## src/rtl/hazard_scoreboard.sv

```systemverilog
// Hazard and forwarding controller: age-ordered slot pipeline of in-flight writers with per-operand forward selects and issue stall.
// Optional long-latency unit tracking is enabled by defining LONG_LATENCY_EN.
module hazard_scoreboard #(
  parameter int REG_COUNT  = 32,
  parameter int REG_ADDR_W = $clog2(REG_COUNT),
  parameter int MAX_LAT    = 4,
  parameter int FWD_W      = $clog2(MAX_LAT + 1)
) (
  input  logic                  clk,
  input  logic                  reset_n,
  input  logic                  issue_valid,
  input  logic                  issue_we,
  input  logic [REG_ADDR_W-1:0] issue_rd,
  input  logic [FWD_W-1:0]      issue_lat,
  input  logic [REG_ADDR_W-1:0] issue_rs1,
  input  logic [REG_ADDR_W-1:0] issue_rs2,
  input  logic                  rs1_used,
  input  logic                  rs2_used,
  input  logic                  flush,
  output logic                  stall,
  output logic [FWD_W-1:0]      rs1_fwd,
  output logic [FWD_W-1:0]      rs2_fwd,
  output logic                  accepted
`ifdef LONG_LATENCY_EN
  ,
  input  logic                  lu_start,
  input  logic [REG_ADDR_W-1:0] lu_rd,
  input  logic                  lu_done,
  output logic                  lu_busy
`endif
);

  logic [MAX_LAT:1]      slot_valid_r;
  logic [MAX_LAT:1]      slot_wr_r;
  logic [REG_ADDR_W-1:0] slot_rd_r  [1:MAX_LAT];
  logic [FWD_W-1:0]      slot_lat_r [1:MAX_LAT];

  logic [FWD_W-1:0] lat_clamp_s;
  logic             rs1_ready_s;
  logic             rs2_ready_s;
  logic             lu_block_s;
  logic             lu_take_s;
  logic             stall_s;
  logic             accepted_s;

  // Youngest matching writer decides; an older ready copy is shadowed by a younger pending one.
  function automatic logic [FWD_W:0] lookup(input logic [REG_ADDR_W-1:0] rs, input logic used);
    logic             found;
    logic             hit;
    logic [FWD_W-1:0] age;
    logic [FWD_W-1:0] lat;
    logic             ready;
    found = 1'b0;
    age   = '0;
    lat   = '0;
    for (int k = 1; k <= MAX_LAT; k++) begin
      hit   = ~found & slot_valid_r[k] & slot_wr_r[k] & (slot_rd_r[k] == rs);
      age   = hit ? FWD_W'(k) : age;
      lat   = hit ? slot_lat_r[k] : lat;
      found = found | hit;
    end
    if (!used || rs == '0 || !found) begin
      return {1'b1, {FWD_W{1'b0}}};
    end else if (age >= lat) begin
      return {1'b1, age};
    end else begin
      ready = 1'b0;
      return {ready, {FWD_W{1'b0}}};
    end
  endfunction

  // Out-of-range latencies are treated as the slowest legal one.
  always_comb begin
    if (issue_lat == '0 || issue_lat > FWD_W'(MAX_LAT)) begin
      lat_clamp_s = FWD_W'(MAX_LAT);
    end else begin
      lat_clamp_s = issue_lat;
    end
  end

  // Operand lookup against the slot pipeline.
  always_comb begin
    {rs1_ready_s, rs1_fwd} = lookup(issue_rs1, rs1_used);
    {rs2_ready_s, rs2_fwd} = lookup(issue_rs2, rs2_used);
  end

`ifdef LONG_LATENCY_EN
  logic                  lu_busy_r;
  logic [REG_ADDR_W-1:0] lu_rd_r;

  // Block RAW/WAW against the busy unit and any second start while it is occupied.
  always_comb begin
    lu_block_s = lu_busy_r & (lu_start
                 | (rs1_used & (issue_rs1 != '0) & (issue_rs1 == lu_rd_r))
                 | (rs2_used & (issue_rs2 != '0) & (issue_rs2 == lu_rd_r))
                 | (issue_we & (issue_rd != '0) & (issue_rd == lu_rd_r)));
    lu_take_s  = accepted_s & lu_start;
  end

  // Long-latency busy flag; flush deliberately leaves it alone.
  always_ff @(posedge clk or negedge reset_n) begin
    if (!reset_n) begin
      lu_busy_r <= 1'b0;
      lu_rd_r   <= '0;
    end else if (lu_take_s) begin
      lu_busy_r <= 1'b1;
      lu_rd_r   <= lu_rd;
    end else if (lu_done) begin
      lu_busy_r <= 1'b0;
    end
  end

  assign lu_busy = lu_busy_r;
`else
  assign lu_block_s = 1'b0;
  assign lu_take_s  = 1'b0;
`endif

  // Issue decision; flush kills the issue regardless of readiness.
  always_comb begin
    stall_s    = issue_valid & (~rs1_ready_s | ~rs2_ready_s | lu_block_s);
    accepted_s = issue_valid & ~stall_s & ~flush;
  end

  assign stall    = stall_s;
  assign accepted = accepted_s;

  // Slot pipeline: shift every cycle, insert the accepted instruction or a bubble at age 1.
  always_ff @(posedge clk or negedge reset_n) begin
    if (!reset_n) begin
      slot_valid_r <= '0;
      slot_wr_r    <= '0;
      for (int k = 1; k <= MAX_LAT; k++) begin
        slot_rd_r[k]  <= '0;
        slot_lat_r[k] <= '0;
      end
    end else begin
      slot_valid_r[1] <= accepted_s & ~lu_take_s;
      slot_wr_r[1]    <= accepted_s & ~lu_take_s & issue_we & (issue_rd != '0);
      slot_rd_r[1]    <= issue_rd;
      slot_lat_r[1]   <= lat_clamp_s;
      for (int k = 2; k <= MAX_LAT; k++) begin
        slot_valid_r[k] <= slot_valid_r[k-1];
        slot_wr_r[k]    <= slot_wr_r[k-1];
        slot_rd_r[k]    <= slot_rd_r[k-1];
        slot_lat_r[k]   <= slot_lat_r[k-1];
      end
      if (flush) begin
        slot_valid_r[2] <= 1'b0;
      end
    end
  end

endmodule

```

## config.mk

```make
export PLATFORM = sky130hd
export DESIGN_NAME = hazard_scoreboard
export DESIGN_NICKNAME = d
export VERILOG_FILES = /design/src/rtl/hazard_scoreboard.sv
export SDC_FILE = /design/constraint.sdc
export NUM_CORES = 1
export LEC_CHECK = 0
export ABC_CLOCK_PERIOD_IN_PS = 4200
export BUFFER_PORTS_ARGS = -buffer_cell sky130_fd_sc_hd__clkbuf_2
export CAP_MARGIN = 30
export CORE_UTILIZATION = 50
export DETAILED_ROUTE_END_ITERATION = 8
export GPL_TIMING_DRIVEN = 0
export PLACE_DENSITY = 0.74
export SLEW_MARGIN = 30
export SYNTH_ARGS = -nofsm -noshare
export SYNTH_HDL_FRONTEND = slang
export SYNTH_SLANG_ARGS = --single-unit
```

## constraint.sdc

```tcl
create_clock -name clk -period 4.2 [get_ports clk]
set_input_delay 0.84 -clock clk [delete_from_list [all_inputs] [get_ports clk]]
set_output_delay 0.84 -clock clk [all_outputs]
set_load 0.005 [all_outputs]
```

# Word-level counts from Yosys, hierarchy flattened

Cells that the tools add are included.

Register bits: 40
Output and inout bits: 8
Logic and storage cells: 99

Order comparisons: 3
Equal/unequal tests: 8
Muxes and demuxes: 22
Bitwise gates (word level): 43
Reduce and logical (&&, ||, !) cells: 13

Operators with widths:

| operator             | number |
|---|---|
| $eq A5 B5 Y1         | 8 |
| $mux W3              | 11 |
| $and A1 B1 Y1        | 26 |
| $mux W4              | 4 |
| $logic_not A5 Y1     | 2 |
| $not A1 Y1           | 10 |
| $mux W2              | 4 |
| $or A1 B1 Y1         | 7 |
| $ge A3 B3 Y1         | 2 |
| $logic_or A1 B1 Y1   | 5 |
| $reduce_bool A5 Y1   | 1 |
| $logic_not A1 Y1     | 4 |
| $gt A3 B3 Y1 const B | 1 |
| $logic_not A3 Y1     | 1 |
| $mux W1              | 3 |

# Longest topological paths before layout

Gate-level depths: netlist (run 1).

Depth in word-level cells: 28
Depth in mapped cells: 15
Depth with buffers taken out: 14

# Worst setup path before layout (run 1)

No wires, ideal clock.

Kind: input -> output
Start point: in issue_rs2[2]
End point: out stall
Arrival: 3.244 ns
Required time: 3.360 ns
Path slack: 0.116 ns
Stages: 14
Buffers on the path: 1
Cell sequence: buf_6 > xor2_1 > nor3_2 > and4_4 > nor2_1 > a22oi_1 > nor2_1 > a221o_1 > ha_1 > nand2b_1 > a21oi_1 > a21boi_2 > o32ai_2 > and2_1

Longest elaborated chain between the ends: 23
Elaborated cells between the ends (all ways): 38
Classes of those cells: order compare (1); eq/ne (4); mux (10); bitwise (19); reduce/logical (4)

RTL lines:

| item                                             | line   | text |
|---|---|---|
| from (decl)                                      | 16     | `input logic [REG_ADDR_W-1:0] issue_rs2,` |
| $eq A5 B5 Y1                                     | 57     | `hit = ~found & slot_valid_r[k] & slot_wr_r[k] & (slot_rd_r[k] == rs);` |
| $and A1 B1 Y1                                    | 57     |  |
| $not A1 Y1                                       | 57     |  |
| $and A1 B1 Y1 (3 in a row)                       | 57     |  |
| $or A1 B1 Y1                                     | 60     | `found = found \| hit;` |
| $not A1 Y1                                       | 57     |  |
| $and A1 B1 Y1 (3 in a row)                       | 57     |  |
| $or A1 B1 Y1                                     | 60     |  |
| $not A1 Y1                                       | 57     |  |
| $and A1 B1 Y1 (3 in a row)                       | 57     |  |
| $mux W3, or another cell as far along            | 58     | `age = hit ? FWD_W'(k) : age;` |
| $ge A3 B3 Y1 or $logic_not A1 Y1 (tied branches) | 64, 62 |  |
| $mux W4 or $logic_or A1 B1 Y1 (tied branches)    | 64, 62 |  |
| $mux W4 (*)                                      | 62     | `if (!used \|\| rs == '0 \|\| !found) begin` |
| $not A1 Y1 (*)                                   | 121    | `stall_s = issue_valid & (~rs1_ready_s \| ~rs2_ready_s \| lu_block_s);` |
| $or A1 B1 Y1 (*)                                 | 121    |  |
| $and A1 B1 Y1 (*)                                | 121    |  |
| to (decl)                                        | 20     | `output logic stall,` |

Mark *: on every way between the ends. The rest lies on a longest branch, timed or not.

# Worst setup path after layout (run 1)

Start point: in issue_rs1[3]
End point: out accepted

Longest elaborated chain between the ends: 26
Elaborated cells between the ends (all ways): 41
Classes of those cells: order compare (1); eq/ne (4); mux (10); bitwise (22); reduce/logical (4)

RTL lines:

| item                                             | line   | text |
|---|---|---|
| from (decl)                                      | 15     | `input logic [REG_ADDR_W-1:0] issue_rs1,` |
| $eq A5 B5 Y1                                     | 57     |  |
| $and A1 B1 Y1                                    | 57     |  |
| $not A1 Y1                                       | 57     |  |
| $and A1 B1 Y1 (3 in a row)                       | 57     |  |
| $or A1 B1 Y1                                     | 60     |  |
| $not A1 Y1                                       | 57     |  |
| $and A1 B1 Y1 (3 in a row)                       | 57     |  |
| $or A1 B1 Y1                                     | 60     |  |
| [... 5 more ...]                                 | --     |  |
| $ge A3 B3 Y1 or $logic_not A1 Y1 (tied branches) | 64, 62 |  |
| $mux W4 or $logic_or A1 B1 Y1 (tied branches)    | 64, 62 |  |
| $mux W4 (*)                                      | 62     |  |
| $not A1 Y1 (*)                                   | 121    |  |
| $or A1 B1 Y1 (*)                                 | 121    |  |
| $and A1 B1 Y1 (*)                                | 121    |  |
| $not A1 Y1 (*)                                   | 122    | `accepted_s = issue_valid & ~stall_s & ~flush;` |
| $and A1 B1 Y1 (*) (2 in a row)                   | 122    |  |
| to (decl)                                        | 23     | `output logic accepted` |

Marked as above.

==> qor.yml, run 1 <==
worst_setup_path:
  critPathRequiredTime_ns: 3.36
  r2r-end: "slot_wr_r[1]"
  cp-end-kind: "output port"
  slowest_stage: "or4_4"
  reg2reg_slack_ns: 1.00
  path_delay_family: "simple AND/OR/NAND/NOR gates"
  rr_worst_depth: 15
  crit_fanout: 4
  max_stage_delay_ns: 0.57
  critPathBufInv: 3
  path_cells: "buf_12 -> xnor2_2 -> nand3_2 -> or4_4 -> nand4_1 -> inv_1 -> nand2_1 -> o21ai_1 -> ha_1 -> nand2b_4 -> a21oi_4 -> and2_4 -> o22ai_4 -> o32ai_4 -> nor3b_2 -> buf_2"
  path_class: "primary input to output port"
  critPathArrivalTime_ns: 3.44
  worst_r2r_startpoint: "slot_rd_r[13]"
  startpoint_type: "primary input"
synthesis:
  synth_top_cell_by_area: "dfrtp_1"
  yosysWarnings: 0
  syn_inst: 195
  synth-seq-cells: 40
  syn_area_sq_um: 2110
  yosysSeqAreaShare_pct: 47.4
  synth_common_cells: "40 x dfrtp_1, 26 x xor2_1, 17 x nor2_1"
  syn_nets: 225
  muxShareOfSynthArea_pct: 0
  synthArstFlopShare_pct: 100
  synth_edf_count: 0
  synthSimpleGateAreaFrac_pct: 20.3
  yosysMostFrequentCell: "dfrtp_1"
  synth.distinct_cells: 44
  synth_xor_area_share_pct: 16.6
  synth_top_cell_area_share_pct: 47.4
  synth_top_flop_cell: "dfrtp_1"
  synth_top_family_by_area: "simple AND/OR/NAND/NOR gates"
  synthTopCellsByArea: "dfrtp_1 47%, xor2_1 11%, xnor2_1 5.8%"
  synth-compound-area-share_pct: 8.11
  synth_fa_ha_area_share_pct: 2.96
  avgSynthCellArea_sq_um: 10.8
sta:
  rsz0062_at_grt: "yes"
  slew-limit-headroom_pct: 66.9
  finalHoldWorstSlack_ns: 0.369
  postLayoutSetupSlackWorst_ns: -0.0844
  tightestPinTransition_ns: 0.497
  hold_viol_final: 0
  period_share_pct: 102
  drv_slew: 0
  layout_min_cycle_time_ns: 4.28
  max_freq_ghz: 0.233
  setup_violations: 2
  clock_skew_ns: 0.00431
job:
  cap_viol_max_count: 0
clock_tree:
  cts_buffers: 5
  clkTransAtPathRegs_ns: 0.07
  cts_max_path_buffers: 2
  cts_sinks: 40
  htreeDepth: 2
  cts_hold_buffers: 0
  clock_latency_ns: 0.30
  cts_tree: "yes"
  clockRootBuffer: "clkbuf_8"
die:
  core_sq_um: 4030
  die-height_um: 67.0
  initial_utilization_pct: 52.5
  io_pins: 33
  rows: 23
  die_x_um: 67.0
  dieArea_sq_um: 4490
placement:
  dp_cells: 267
  gp_routability_congestion: 0.817
  portBuffers: 22
  dp_hpwl_um: 3130
grt:
  grt_pass1_vias: 1722
  grt-ovfl-total: 0
  grt_pass1_wl_um: 7960
  antenna_found_initial: 0
  grt_start_max_net_pins: 41
  grt_usage_pct: 25.1
final_layout:
  final_cell_count_no_fill: 310
  syn_to_final_growth_pct: 38.7
  fin_nets: 289
  antenna_cells: 0
  drive_gt1_share_pct: 43.8
  utilization_pct: 72.7
power_and_ir_drop:
  power_density_nw_per_um2: 302
  power_mw: 0.884
  peakVddDrop_mv: 0.289
  p_leak_nw: 1.31
status:
  run_status: "finished with violations"
  violations: "negative setup slack"
route:
  drt_iter0_markers: 81
  antenna_left: 0
  vias: 1717
  wirelength_um: 5060
  drt_pass1_iterations: 4
  wire_per_inst_um: 16.3
  drc_errors: 0
  viasPerCell: 5.54
hold_path:
  min_path_cells: 0
  hold_class: "flip-flop to flip-flop"
  min_to: "slot_lat_r[5]"
  worstHoldStart: "slot_lat_r[8]"
-- state kept, by name, summed over array words and instances (netlist names) --
signal,flops
slot_rd_r,20
slot_lat_r,12
slot_valid_r,4
slot_wr_r,4
-- where the power goes --
group	total, mW	internal (mW)	switching [mW]
logic	0.116	0.0612	0.0544
registers	0.428	0.406	0.0216
clock network	0.341	0.210	0.131
total	0.884	0.677	0.207
-- worst max path at each step --
stage | from | end | slack, ns | cells after the start
finish | issue_rs1[3] | accepted | -0.08 | 16
global route | issue_rs1[0] | accepted | -0.19 | 15
CTS | issue_rs2[3] | stall | -0.04 | 15
detailed placement | issue_rs1[4] | accepted | -0.38 | 16
global placement | issue_rs1[4] | accepted | -0.36 | 16
floorplan | issue_rs2[2] | stall | 0.12 | 14
-- cell usage in the layout, fill, tap and decap left out, drive strengths merged, types with 2 or more instances in the layout --
master	Yosys	final
nand2b	4	4
a22oi	3	3
inv	5	4
a221oi	3	3
nor2b	4	4
ha	5	5
o21ai	3	3
and2	5	5
clkbuf	1	27
or4	4	4
xor2	26	26
nand4	7	7
dfrtp	40	40
xnor2	14	14
nand2	6	6
nand3	4	4
and4	2	2
and3	3	3
nor4	3	3
buf	10	48
nor2	17	17
nor3	8	8
a21oi	3	3
-- worst register-to-register path: stages (launching register included) --
cell	delay, ns
dfrtp_1	0.44
xor2_2	0.20
nor3_2	0.23
and4_4	0.26
nor2_2	0.06
a22oi_2	0.16
nor2_1	0.05
a221o_1	0.27
ha_1	0.28
nand2b_4	0.12
a21oi_4	0.05
a21oi_1	0.30
o32ai_4	0.16
buf_4	0.17
buf_4	0.12
nor4b_2	0.24
-- layout make-up --
class                           count  area, sq um
Fill cell                         267         1100
Buffer                             11          128
Inverter                            5         22.5
Timing Repair Buffer               57          379
Tap cell                           50         62.6
Multi-Input combinational cell    139         1210
Clock buffer                        7         96.3
Sequential cell                    40         1000
Clock inverter                      1         30.0
-- kinds of logic (layout without fill, tap and decap cells) --
family / after synthesis / in the layout
buffers and inverters: 16 / 81
xor gates and xnor gates: 40 / 40
and+or+nand+nor: 72 / 72
adders and majority gates: 5 / 5
DFF: 40 / 40
AOI/OAI and AO/OA: 22 / 22
-- layer usage --
metal  track usage [%]  wire (um)  vias up
met3              5.48        387       12
met5                 0          0        -
met4              11.2        115        0
li1                  -          -      806
met1              30.6       2020      821
met2              41.9       2540       78
-- what timing repair did --
action                                  in CTS  in global routing
resized for setup                           40                 15
pin swaps                                   25                 18
endpoints found under the hold margin        0                  0
buffers inserted                            31                  5
endpoints found under the setup margin       7                  7
-- stage by stage --
stage	cell area [sq um]	TNS [ns]	worst slack, ns
after floorplan	2110	0	0.116
after global placement	2290	-1.22	-0.361
after detailed placement	2290	-1.25	-0.379
after CTS	2840	-0.0707	-0.0393
after global routing	2930	-0.617	-0.186
final	2930	-0.163	-0.0844
No activity file was read; power rests on OpenSTA's default activity.
==> inputs of run 2 (changes only) <==
- CORE_ASPECT_RATIO: default -> 0.8
==> qor.yml, run 2 (same netlist as run 1, synthesis figures left out) <==
final_layout:
  largest_reg_flops: 20  # unchanged
  utilization_pct: 70.6  # -2.2 points
  drive_gt1_share_pct: 39.2  # -4.7 points
  syn_to_final_growth_pct: 31.2
  top_register: "slot_rd_r"
  largestRegisters: "slot_rd_r: 20 flops, slot_lat_r: 12 flops"
  antenna_cells: 0  # unchanged
  layout_commonest_cell: "dfrtp_1"
  mostFrequentLayoutCells: "40 x dfrtp_1, 26 x xor2_1, 24 x buf_4, 19 x clkbuf_2, 14 x nor2_1"
  fin_nets: 275  # -4.8%
  fin_area_sq_um: 2770  # -5.4%
hold_path:
  min_path_cells: 0  # unchanged
  worstHoldStart: "slot_lat_r[8]"
  hold_class: "flip-flop to flip-flop"
  min_to: "slot_lat_r[5]"
sta:
  clock_skew_ns: 0.00872  # +0.00441 ns
  rsz0062_at_grt: "yes"
  slew-limit-headroom_pct: 44.8  # -22 points
  hold_viol_final: 0  # unchanged
  max_freq_ghz: 0.230  # -1.7%
  tightestPinTransition_ns: 0.828  # +0.331 ns
  setup_violations: 3  # +1
  postLayoutSetupSlackWorst_ns: -0.157  # -0.0722 ns
  drv_slew: 0  # unchanged
  layout_min_cycle_time_ns: 4.36  # +0.0722 ns
  period_share_pct: 104  # +1.7 points
grt:
  grt_start_max_net_pins: 41  # unchanged
  antenna_found_initial: 0  # unchanged
  grt_pass1_vias: 1567  # -9.0%
  grt_usage_pct: 24.0  # -1.1 points
  grt_pass1_wl_um: 7700  # -3.3%
  grt-ovfl-total: 0  # unchanged
die:
  core_sq_um: 3930  # -2.5%
  io_pins: 33  # unchanged
  die-height_um: 60.2  # -10%
  initial_utilization_pct: 53.8  # +1.3 points
  dieArea_sq_um: 4490  # about the same
  rows: 20  # -13%
  die_x_um: 74.7  # +11%
job:
  cap_viol_max_count: 0  # unchanged
power_and_ir_drop:
  power_mw: 0.768  # -13%
  switching_share_pct: 24.9  # +1.4 points
  p_switching_mw: 0.191  # -7.8%
  p_leak_nw: 1.23  # -6.6%
  peakVddDrop_mv: 0.243  # -16%
  power.internal_mw: 0.577  # -15%
  power_frac_clock_pct: 30.0  # -8.5 points
  p_seq_share_pct: 55.8  # +7.4 points
  power_density_nw_per_um2: 277  # -8.2%
  p_comb_share_pct: 14.1  # +1.0 points
worst_setup_path:
  reg2reg_slack_ns: 1.04  # +0.04 ns
  r2r-end: "slot_wr_r[1]"
  critPathRequiredTime_ns: 3.36  # about the same
  worst_r2r_startpoint: "slot_rd_r[6]"
  startpoint_type: "primary input"
  max_stage_delay_ns: 0.39  # -0.18 ns
  slowest_stage: "o32ai_4"
  cp-end-kind: "output port"
  path_cells: "buf_12 -> xor2_1 -> nor3_2 -> and4_4 -> nor2_4 -> a22oi_2 -> nor2_1 -> a221o_1 -> ha_1 -> nand2b_4 -> a21oi_4 -> a21boi_2 -> o32ai_4 -> and2_1 -> clkbuf_2"
  critPathBufInv: 2  # -1
  crit_fanout: 5  # +1
  critPathArrivalTime_ns: 3.52  # +0.08 ns
  rr_worst_depth: 14  # -1
  path_class: "primary input to output port"
  path_delay_family: "compound AO/OA/AOI/OAI gates"
route:
  vias: 1614  # -6.0%
  wire_per_inst_um: 15.6  # -4.5%
  drt_iter0_markers: 129  # +59%
  drc_errors: 0  # unchanged
  antenna_left: 0  # unchanged
  wirelength_um: 4680  # -7.6%
  viasPerCell: 5.38  # -2.9%
  drt_pass1_iterations: 4  # unchanged
clock_tree:
  cts_sinks: 40  # unchanged
  clockRootBuffer: "clkbuf_8"
  htreeDepth: 2  # unchanged
  cts_buffers: 5  # unchanged
  clkTransAtPathRegs_ns: 0.07  # about the same
  cts_max_path_buffers: 2  # unchanged
  clock_latency_ns: 0.29  # about the same
  cts_hold_buffers: 0  # unchanged
  cts_tree: "yes"
placement:
  gp_routability_congestion: 0.857  # +4.8%
  dpl-instance-area_sq_um: 2290  # +0.27%
  portBuffers: 22  # unchanged
  pre_cts_ws_ns: -0.399  # -0.0203 ns
  dp_hpwl_um: 3220  # +2.8%
status:
  run_status: "finished with violations"
  violations: "negative setup slack"
## run 2: changes by cell type in the layout (fill, tap and decap cells not counted), sizes merged
cell      change
buf          -13
clkbuf        -2
bufinv        -1
clkinv        +1
clkinvlp      -1
inv           +1
## run 2: what timing repair did
action	CTS	global route
resized for setup	32	21
setup endpoints to repair	7	7
buffers inserted	18	3
pin swaps	20	18
## run 2: through the flow
stage	cells	hold slack, ns	TNS (ns)
final	300	0.371	-0.358
after global placement	272	0.359	-1.25
after global routing	300	0.394	-0.798
after CTS	297	0.378	-0.164
after detailed placement	272	0.372	-1.25
after floorplan	195	0.347	0
## run 2: worst register-to-register path: stages, from the launching register on
cell,delay (ns)
dfrtp_1,0.47
xnor2_4,0.21
nand3_2,0.10
or4_4,0.56
nor2_4,0.17
a22oi_2,0.06
nor2_1,0.14
a221oi_2,0.05
ha_1,0.30
a21oi_2,0.07
and2_4,0.14
o22ai_4,0.19
o32ai_4,0.16
buf_4,0.18
nor4b_2,0.26
## run 2: cell type report
class	instances	area, sq um
buffer	11	126
clock buffer	6	72.6
clock inverter	1	5.00
fill	284	1160
inverter	5	18.8
multi-input combinational	139	1210
sequential	40	1000
tap	55	68.8
timing repair buffer	43	268
## run 2: worst max-delay path by stage
| stage | startpoint | to | slack, ns | cells after the start |
|---|---|---|---|---|
| global route | issue_rs2[2] | stall | -0.27 | 15 |
| finish | issue_rs2[2] | stall | -0.16 | 15 |
| floorplan | issue_rs2[2] | stall | 0.12 | 14 |
| global placement | issue_rs1[0] | accepted | -0.38 | 15 |
| CTS | issue_rs1[2] | accepted | -0.08 | 16 |
| detailed placement | issue_rs1[4] | accepted | -0.40 | 16 |
## run 2: power groups by stage
stage               clock network (mW)  logic, mW  registers [mW]
floorplan                            0     0.0536           0.428
global placement                     0     0.0773           0.432
detailed placement                   0     0.0785           0.434
CTS                              0.237      0.101           0.427
global route                     0.256      0.119           0.432
finish                           0.231      0.109           0.429
## run 2: routing by layer
layer / vias up / share of wire, % / global-route usage, %
met1: 789 / 47 / 33.2
li1: 778 / - / -
met3: 4 / 4.4 / 5.06
met4: 0 / 0.83 / 7.55
met5: - / 0 / 0
met2: 43 / 48 / 38.0
==> inputs of run 3 (changes only) <==
- CELL_PAD_IN_SITES_DETAIL_PLACEMENT: default -> 1
- CELL_PAD_IN_SITES_GLOBAL_PLACEMENT: default -> 1
- CORE_UTILIZATION: 50 -> 40
- PLACE_DENSITY: 0.74 -> default
- PLACE_DENSITY_LB_ADDON: default -> 0.05
==> qor.yml, run 3 (same netlist as run 1, synthesis figures left out) <==
clock_tree:
  cts_sinks: 40  # unchanged
  clkTransAtPathRegs_ns: 0.07  # about the same
  clock_latency_ns: 0.30  # about the same
  htreeDepth: 2  # unchanged
  cts_tree: "yes"
  cts_max_path_buffers: 2  # unchanged
  clockRootBuffer: "clkbuf_8"
  cts_buffers: 5  # unchanged
route:
  antenna_left: 0  # unchanged
  drt_pass1_iterations: 4  # unchanged
  vias: 1659  # +2.8%
  viasPerCell: 5.32  # -1.2%
  drt_iter0_markers: 47  # -64%
  wirelength_um: 5920  # +27%
  wire_per_inst_um: 19.0  # +22%
  drc_errors: 0  # unchanged
final_layout:
  layout_commonest_cell: "dfrtp_1"
  final_cell_count_no_fill: 312  # +4.0%
  largest_reg_flops: 20  # unchanged
  antenna_cells: 0  # unchanged
  fin_area_sq_um: 2850  # +2.7%
  syn_to_final_growth_pct: 34.7
  largestRegisters: "slot_rd_r: 20 flops, slot_lat_r: 12 flops"
  mostFrequentLayoutCells: "40 x dfrtp_1, 30 x buf_4, 22 x xor2_1, 19 x clkbuf_2, 13 x nor2_1"
  top_register: "slot_rd_r"
  drive_gt1_share_pct: 42.8  # +3.6 points
  fin_nets: 280  # +1.8%
worst_setup_path:
  worst_r2r_startpoint: "slot_rd_r[7]"
  reg2reg_slack_ns: 0.93  # -0.11 ns
  crit_fanout: 5  # unchanged
  startpoint_type: "primary input"
  max_stage_delay_ns: 0.37  # -0.02 ns
  rr_worst_depth: 16  # +2
  path_class: "primary input to output port"
  path_cells: "buf_4 -> xor2_1 -> nor2_1 -> and4_4 -> buf_4 -> nor4_4 -> a221o_1 -> ha_1 -> nand2b_4 -> a21oi_4 -> a21boi_4 -> o32ai_4 -> and2_1 -> clkbuf_2"
  worst-path-stages: 14  # -1
  path_delay_family: "simple AND/OR/NAND/NOR gates"
  cp-end-kind: "output port"
  r2r-end: "slot_wr_r[1]"
  cp_common_cell: "buf_4"
  critPathArrivalTime_ns: 3.56  # +0.04 ns
  slowest_stage: "o32ai_4"
  critPathBufInv: 3  # +1
  critPathRequiredTime_ns: 3.36  # about the same
hold_path:
  min_path_cells: 0  # unchanged
  hold_class: "flip-flop to flip-flop"
  min_to: "slot_lat_r[5]"
  worstHoldStart: "slot_lat_r[8]"
grt:
  grtUsageMet1_pct: 27.6  # -5.6 points
  grt-ovfl-total: 0  # unchanged
  grt_busiest_layer: "met2"
  gr-usage-met2_pct: 39.8  # +1.8 points
  grt_usage_pct: 22.5  # -1.5 points
  grt_pass1_wl_um: 9380  # +22%
  grt_start_max_net_pins: 41  # unchanged
  met3_usage_pct: 4.71  # -0.35 points
  grt_pass1_vias: 1913  # +22%
  antenna_found_initial: 0  # unchanged
sta:
  rsz0062_at_grt: "yes"
  postLayoutSetupSlackWorst_ns: -0.199  # -0.0426 ns
  period_share_pct: 105  # +1.0 points
  drv_slew: 0  # unchanged
  finalHoldWorstSlack_ns: 0.370  # -0.000948 ns
  layout_min_cycle_time_ns: 4.40  # +0.0426 ns
  setup_violations: 5  # +2
  hold_viol_final: 0  # unchanged
  tightestPinTransition_ns: 0.488  # -0.340 ns
  max_freq_ghz: 0.227  # -0.97%
  clock_skew_ns: 0.00389  # -0.00483 ns
  slew-limit-headroom_pct: 67.5  # +23 points
placement:
  dp_cells: 279  # +2.6%
  portBuffers: 22  # unchanged
  gp_routability_congestion: 0.779  # -9.1%
  dp_hpwl_um: 4030  # +25%
  dpl-instance-area_sq_um: 2300  # +0.38%
status:
  violations: "negative setup slack"
  run_status: "finished with violations"
die:
  io_pins: 33  # unchanged
  dieArea_sq_um: 5580  # +24%
  core_sq_um: 5040  # +28%
  die-height_um: 67.0  # +11%
  rows: 23  # +15%
  die_x_um: 83.3  # +11%
  initial_utilization_pct: 42.0  # -12 points
power_and_ir_drop:
  peakVddDrop_mv: 0.173  # -29%
  power_density_nw_per_um2: 280  # +1.2%
  power_mw: 0.798  # +3.9%
  p_leak_nw: 1.25  # +2.3%
job:
  cap_viol_max_count: 0  # unchanged
## run 3: routing by layer
layer / part of all wire [%] / vias to the layer above
met3: 3.1 / 7
met5: 0 / -
met2: 50 / 36
met1: 45 / 837
li1: - / 779
met4: 1.4 / 0
## run 3: worst max-delay path by stage
stage                 startpoint  endpoint  slack [ns]
global placement    issue_rs1[4]  accepted       -0.44
detailed placement  issue_rs1[4]  accepted       -0.57
CTS                 issue_rs2[3]     stall       -0.15
finish              issue_rs2[4]     stall       -0.20
global route        issue_rs2[4]     stall       -0.30
floorplan           issue_rs2[2]     stall        0.12
## run 3: where the power goes
group	leakage, nW	switching (mW)	internal, mW
Combinational	0.727	0.0605	0.0587
Sequential	0.487	0.0234	0.406
Clock	0.0400	0.137	0.113
Total	1.25	0.221	0.577
## run 3: layout make-up
| type | count | area, sq um |
|---|---|---|
| Buffer | 11 | 115 |
| Clock buffer | 5 | 68.8 |
| Clock inverter | 2 | 12.5 |
| Fill cell | 565 | 2190 |
| Inverter | 5 | 22.5 |
| Multi-Input combinational cell | 139 | 1240 |
| Sequential cell | 40 | 1000 |
| Tap cell | 62 | 77.6 |
| Timing Repair Buffer | 48 | 312 |
## run 3: worst register-to-register path, cell delays in order, from the launching register on
cell	delay, ns
dfrtp_1	0.44
xnor2_2	0.17
nand3_2	0.12
or4_4	0.57
nand4_1	0.17
inv_2	0.06
nand2_2	0.06
o21ai_2	0.05
ha_1	0.28
nand2b_4	0.11
a21oi_2	0.05
and2_1	0.16
o22ai_2	0.23
o32ai_4	0.16
buf_4	0.17
buf_4	0.12
nor4b_2	0.25
## run 3: metrics by stage
step / util [%] / worst slack [ns] / TNS [ns]
2_1_floorplan: - / 0.116 / 0
3_3_place_gp: 45.7 / -0.437 / -1.60
3_5_place_dp: 45.7 / -0.568 / -2.23
4_1_cts: 53.3 / -0.151 / -0.285
5_1_grt: 56.5 / -0.303 / -1.23
6_report: 56.5 / -0.199 / -0.447
## run 3: timing repair
| action | CTS | global route |
|---|---|---|
| pin swaps | 21 | 27 |
| resized for setup | 31 | 26 |
| cloned | 0 | 0 |
| hold buffers | 0 | 0 |
| endpoints found under the setup margin | 7 | 7 |
| setup buffers | 19 | 7 |
